===== config.mk =====
export PLATFORM = sky130hd
export DESIGN_NAME = multicycle_controller
export DESIGN_NICKNAME = d
export VERILOG_FILES = /design/src/rtl/multicycle_controller.sv
export SDC_FILE = /design/constraint.sdc
export NUM_CORES = 1
export LEC_CHECK = 0
export ABC_AREA = 1
export BUFFER_PORTS_ARGS = -buffer_cell sky130_fd_sc_hd__clkbuf_2
export CAP_MARGIN = 10
export CORE_MARGIN = 4
export CORE_UTILIZATION = 49
export DETAILED_ROUTE_END_ITERATION = 6
export MAX_ROUTING_LAYER = met4
export PLACE_DENSITY_LB_ADDON = 0.3
export SYNTH_ARGS = -nofsm -noshare
export SYNTH_HDL_FRONTEND = slang
export SYNTH_SLANG_ARGS = --single-unit

===== constraint.sdc =====
create_clock -name clock -period 3.4 [get_ports clock]
set_input_delay 0.17 -clock clock [delete_from_list [all_inputs] [get_ports clock]]
set_output_delay 0.17 -clock clock [all_outputs]
set_load 0.005 [all_outputs]

===== src/rtl/multicycle_controller.sv =====
// Multi-cycle RV32I sequencing FSM: drives datapath selects, enables and memory strobes.
// Optional performance counters are built when MULTICYCLE_PERF_EN is defined.
module multicycle_controller #(
   parameter int WAIT_LIMIT = 16
) (
   input  logic        clock,
   input  logic        reset,
   input  logic [6:0]  opcode,
   input  logic        zero,
   input  logic        memReady,
   output logic        pcWrite,
   output logic        irWrite,
   output logic        iorD,
   output logic        memRead,
   output logic        memWrite,
   output logic        memtoReg,
   output logic        regWrite,
   output logic [1:0]  ALUSrcA,
   output logic [1:0]  ALUSrcB,
   output logic [1:0]  ALUOp,
   output logic        PCSource,
   output logic [3:0]  state,
   output logic [1:0]  trapCause,
   output logic [31:0] cycleCount,
   output logic [31:0] instretCount
);

   typedef enum logic [3:0] {
      S_FETCH     = 4'd0,
      S_DECODE    = 4'd1,
      S_MEM_ADDR  = 4'd2,
      S_MEM_READ  = 4'd3,
      S_MEM_WB    = 4'd4,
      S_MEM_WRITE = 4'd5,
      S_R_EXEC    = 4'd6,
      S_ALU_WB    = 4'd7,
      S_BRANCH    = 4'd8,
      S_I_EXEC    = 4'd9,
      S_TRAP      = 4'd10
   } state_t;

   localparam logic [6:0] OP_LW     = 7'b0000011;
   localparam logic [6:0] OP_SW     = 7'b0100011;
   localparam logic [6:0] OP_RTYPE  = 7'b0110011;
   localparam logic [6:0] OP_ITYPE  = 7'b0010011;
   localparam logic [6:0] OP_BRANCH = 7'b1100011;

   state_t      state_q, state_d;
   logic [1:0]  cause_q, cause_d;
   logic [15:0] wait_q, wait_d;
   logic        waiting;
   logic        timeout;

   // Memory handshake: a transfer completes in the cycle its strobe is high
   // and memReady is high; memReady low means hold the strobe and wait.
   always_comb begin
      waiting = ((state_q == S_FETCH) || (state_q == S_MEM_READ) ||
                 (state_q == S_MEM_WRITE)) && !memReady;
      timeout = waiting && (WAIT_LIMIT != 0) && (wait_q == 16'(WAIT_LIMIT - 1));
   end

   always_comb begin
      state_d = state_q;
      cause_d = cause_q;
      case (state_q)
         S_FETCH:     if (memReady) state_d = S_DECODE;
         S_DECODE: begin
            case (opcode)
               OP_LW, OP_SW: state_d = S_MEM_ADDR;
               OP_RTYPE:     state_d = S_R_EXEC;
               OP_ITYPE:     state_d = S_I_EXEC;
               OP_BRANCH:    state_d = S_BRANCH;
               default: begin
                  state_d = S_TRAP;
                  cause_d = 2'b01;
               end
            endcase
         end
         S_MEM_ADDR:  state_d = (opcode == OP_LW) ? S_MEM_READ : S_MEM_WRITE;
         S_MEM_READ:  if (memReady) state_d = S_MEM_WB;
         S_MEM_WB:    state_d = S_FETCH;
         S_MEM_WRITE: if (memReady) state_d = S_FETCH;
         S_R_EXEC:    state_d = S_ALU_WB;
         S_I_EXEC:    state_d = S_ALU_WB;
         S_ALU_WB:    state_d = S_FETCH;
         S_BRANCH:    state_d = S_FETCH;
         S_TRAP:      state_d = S_TRAP;
         default:     state_d = S_FETCH;
      endcase
      if (timeout) begin
         state_d = S_TRAP;
         cause_d = 2'b10;
      end
      // Leaving a wait state always clears the counter, so clearing on entry falls out.
      wait_d = (waiting && !timeout) ? wait_q + 16'd1 : 16'd0;
   end

   always_ff @(posedge clock) begin
      if (reset) begin
         state_q <= S_FETCH;
         cause_q <= 2'b00;
         wait_q  <= 16'd0;
      end else begin
         state_q <= state_d;
         cause_q <= cause_d;
         wait_q  <= wait_d;
      end
   end

   always_comb begin
      pcWrite  = 1'b0;
      irWrite  = 1'b0;
      iorD     = 1'b0;
      memRead  = 1'b0;
      memWrite = 1'b0;
      memtoReg = 1'b0;
      regWrite = 1'b0;
      ALUSrcA  = 2'b00;
      ALUSrcB  = 2'b00;
      ALUOp    = 2'b00;
      PCSource = 1'b0;
      case (state_q)
         S_FETCH: begin
            memRead = 1'b1;
            ALUSrcB = 2'b01;
            irWrite = memReady;
            pcWrite = memReady;
         end
         S_DECODE: begin
            ALUSrcA = 2'b10;
            ALUSrcB = 2'b10;
         end
         S_MEM_ADDR: begin
            ALUSrcA = 2'b01;
            ALUSrcB = 2'b10;
         end
         S_MEM_READ: begin
            memRead = 1'b1;
            iorD    = 1'b1;
         end
         S_MEM_WB: begin
            regWrite = 1'b1;
            memtoReg = 1'b1;
         end
         S_MEM_WRITE: begin
            memWrite = 1'b1;
            iorD     = 1'b1;
         end
         S_R_EXEC: begin
            ALUSrcA = 2'b01;
            ALUOp   = 2'b10;
         end
         S_I_EXEC: begin
            ALUSrcA = 2'b01;
            ALUSrcB = 2'b10;
            ALUOp   = 2'b11;
         end
         S_ALU_WB: regWrite = 1'b1;
         S_BRANCH: begin
            ALUSrcA  = 2'b01;
            ALUOp    = 2'b01;
            PCSource = 1'b1;
            pcWrite  = zero;
         end
         default: ;
      endcase
      // Reset aborts the instruction in flight, including any write strobe.
      if (reset) begin
         pcWrite  = 1'b0;
         irWrite  = 1'b0;
         memRead  = 1'b0;
         memWrite = 1'b0;
         regWrite = 1'b0;
      end
   end

   assign state     = state_q;
   assign trapCause = cause_q;

`ifdef MULTICYCLE_PERF_EN
   logic [31:0] cycle_q, cycle_d;
   logic [31:0] instret_q, instret_d;
   logic        retire;

   always_comb begin
      retire = (state_d == S_FETCH) &&
               ((state_q == S_MEM_WB) || (state_q == S_MEM_WRITE) ||
                (state_q == S_ALU_WB) || (state_q == S_BRANCH));
      cycle_d   = (state_q != S_TRAP) ? cycle_q + 32'd1 : cycle_q;
      instret_d = retire ? instret_q + 32'd1 : instret_q;
   end

   always_ff @(posedge clock) begin
      if (reset) begin
         cycle_q   <= 32'd0;
         instret_q <= 32'd0;
      end else begin
         cycle_q   <= cycle_d;
         instret_q <= instret_d;
      end
   end

   assign cycleCount   = cycle_q;
   assign instretCount = instret_q;
`else
   assign cycleCount   = 32'd0;
   assign instretCount = 32'd0;
`endif

endmodule


==> run_results.csv <==
group,metric,value,unit
worst_setup_path,crit_top_cell,"nor2_1",
grt,antenna_found_initial,0,
worst_setup_path,cp_top_family,"flip-flops",
floorplan,start_util,50.7,%
yosys,async_flop_share,0,%
pwr,p_per_area,482,mW/mm2
clocking,cts_sinks,22,
layout,layoutNonFillerInstCount,363,
sta,setup_viol,0,
layout,seqCellArea,440,um2
pwr,leakagePower,0.000924,uW
run_status,outcome,"complete, no violations",
sta,drv_slew,0,
layout,nets,328,
sta,rsz0062_at_grt,"false",
placed_design,dp.final_hpwl,2.79,mm
detailed_routing,drc,0,
clocking,htree_levels,1,
worst_setup_path,crit_buf_inv,3,
worst_setup_path,start_kind,"flop",
sta,max_freq,590,MHz
placed_design,dp_cells,359,
clocking,hold_buffers,0,
clocking,tritoncts,"done",
pwr,clockPowerShare,20.6,%
yosys,synth_ff_type,"dfxtp_1",
grt,grt_pass1_vias,1307,
worst_setup_path,worstSetupPathType,"reg2out",
floorplan,die_w,69.5,um
pwr,p_switching,366,uW
floorplan,num_rows,22,
sta,period_needed,1.69,ns
pwr,pwr-share-comb,44.1,%
pwr,seq_power_share,35.4,%
sta,fin_skew,0.00282,ns
layout,num_antenna_cells,0,
clocking,clock_latency,0.26,ns
worst_setup_path,max_stage_delay,0.45,ns
run,max-cap-violations,0,
sta,post-route-period-util,49.8,%
detailed_routing,drt_iter0_drc,45,
grt,grt_start_max_net_pins,17,
yosys,syn_area,0.00186,mm2
worst_setup_path,endpoint_kind,"output pin",
floorplan,design.core.area,0.00366,mm2
worst_setup_path,cp_cell_sequence,"inv_1, nor2_1, inv_1, nor2_1, nor2_1, o21ai_0, clkbuf_2",
sta,hold_viol,0,
layout,drive_gt1_share,17.1,%
detailed_routing,routedWlPerCell,8.98,um
detailed_routing,ant_nets,0,
yosys,synth.distinct_cells,29,
yosys,synth_edf_count,0,
worst_setup_path,cp_data_required_time,3.23,ns
yosys,syn_inst,284,
clocking,cts_buffers,3,
layout,synthToLayoutAreaGrowth,0.337,%
detailed_routing,viasPerCell,4.17,
layout,nFillCells,400,
yosys,ys_seq_area_share,23.7,%
clocking,cts_buffer_depth,2,
clocking,clk_pin_slew_worst_paths,0.08,ns
worst_setup_path,worst-path-max-fanout,6,
pwr,swShare,40.9,%
detailed_routing,wl,3.26,mm
min_path,hp-class,"in2reg",
placed_design,portBuffers,30,
yosys,synth-seq-cells,22,
pwr,p_int,530,uW
worst_setup_path,cp.arrival,1.52,ns
grt,grt_pass1_wl,5.33,mm
floorplan,dieArea,0.00484,mm2
sta,fin_tns_setup,0,ns
floorplan,pin_count,95,
grt,grt_use_total,13.5,%
detailed_routing,vias,1515,
detailed_routing,first_pass_iters,4,
layout,multiInputGateArea,0.00102,mm2
worst_setup_path,crit_slowest_cell,"dfxtp_1",
yosys,synth_warnings,0,
clocking,clock-root-buffer,"clkbuf_8",
floorplan,die_h,69.5,um
clocking,postCtsSetupRepairBufs,0,
grt,grt.overflow.total,0,
clocking,cts_resized,0,
pwr,ir_drop,0.183,mV
placed_design,gp_congestion,0.837,
yosys,synth_area_per_cell,6.53,um2
[cell families (layout without fill, tap and decap cells)]
logic type                 Yosys count  count (layout)  synth area share, %
and+or+nand+nor                    134             134                 32.6
buffers and inverters              100              68                 33.9
DFF                                 22              22                 23.7
AOI/OAI and AO/OA                   20              20                 6.14
xor gates and xnor gates             6               6                 2.83
adders and majority gates            1               1                0.674
other                                1              64                0.202
[sequential cells by signal, summed over array words and instances (netlist names)]
| signal | count |
|---|---|
| trapCause | 2 |
| wait_q | 16 |
| state | 4 |
[layout make-up]
| type | instances | area share (%) |
|---|---|---|
| multi-input cells | 225 | 55.0 |
| inverters | 34 | 7.12 |
| repair buffers | 30 | 8.06 |
| clock buffers | 4 | 2.96 |
| flip-flops and latches | 22 | 23.7 |
| well taps | 48 | 3.23 |
[per-layer routing]
metal	track usage (%)	up-vias	routed length (um)
met5	-	-	0
met1	16.2	655	1330
met4	5.86	0	59
met2	22.7	45	1620
li1	-	810	-
met3	1.74	5	247
[worst paths after layout]
| path | startpoint | end | slack [ns] | depth (start not counted) |
|---|---|---|---|---|
| max | state[1] | ALUSrcA[0] | 1.71 | 7 |
| min | reset | state[3] | 0.20 | 2 |
| max reg2reg | wait_q[0] | wait_q[12] | 1.90 | 6 |
| min reg2reg | wait_q[0] | wait_q[0] | 0.46 | 1 |
[power by group through the flow]
| stage | clock (uW) | sequential (uW) | combinational, uW |
|---|---|---|---|
| 2_1_floorplan | 0 | 318 | 329 |
| 3_3_place_gp | 0 | 322 | 395 |
| 3_5_place_dp | 0 | 323 | 398 |
| 4_1_cts | 192 | 317 | 399 |
| 5_1_grt | 201 | 323 | 452 |
| 6_report | 184 | 317 | 395 |
[cell usage in the layout (no fill, tap or decap), drive strengths merged, types with 4 or more instances in the layout]
cell	instances
a21oi	14
clkbuf	34
conb	64
dfxtp	22
inv	33
nand2	51
nand3	18
nand4	4
nor2	53
nor3	7
xor2	4
[metrics by stage]
step | total power (uW) | util (%) | cell area, um2 | hold WS, ns | setup WS, ns
after floorplan | 647 | - | 2090 | 0.427 | 2.02
after global placement | 717 | 49.4 | 1810 | 0.441 | 1.94
after detailed placement | 721 | 49.4 | 1810 | 0.448 | 1.87
after CTS | 907 | 50.9 | 1860 | 0.199 | 1.69
after global routing | 976 | 50.9 | 1860 | 0.225 | 1.54
final | 896 | 50.9 | 1860 | 0.202 | 1.71
[cells in the mapped netlist (2+ instances only)]
cell type  number  area, um2
nor2_2          9       56.3
nand2_1        49        184
o21ai_0         3       15.0
inv_2           2       7.51
nor3_1          7       35.0
a21oi_1        12       60.1
xor2_1          4       35.0
buf_4          64        480
inv_1          31        116
nor2_1         43        161
dfxtp_1        22        440
xnor2_1         2       17.5
nand4_1         4       25.0
a21oi_2         2       17.5
nand3_1        16       80.1
(Power assumes the default switching activity.)
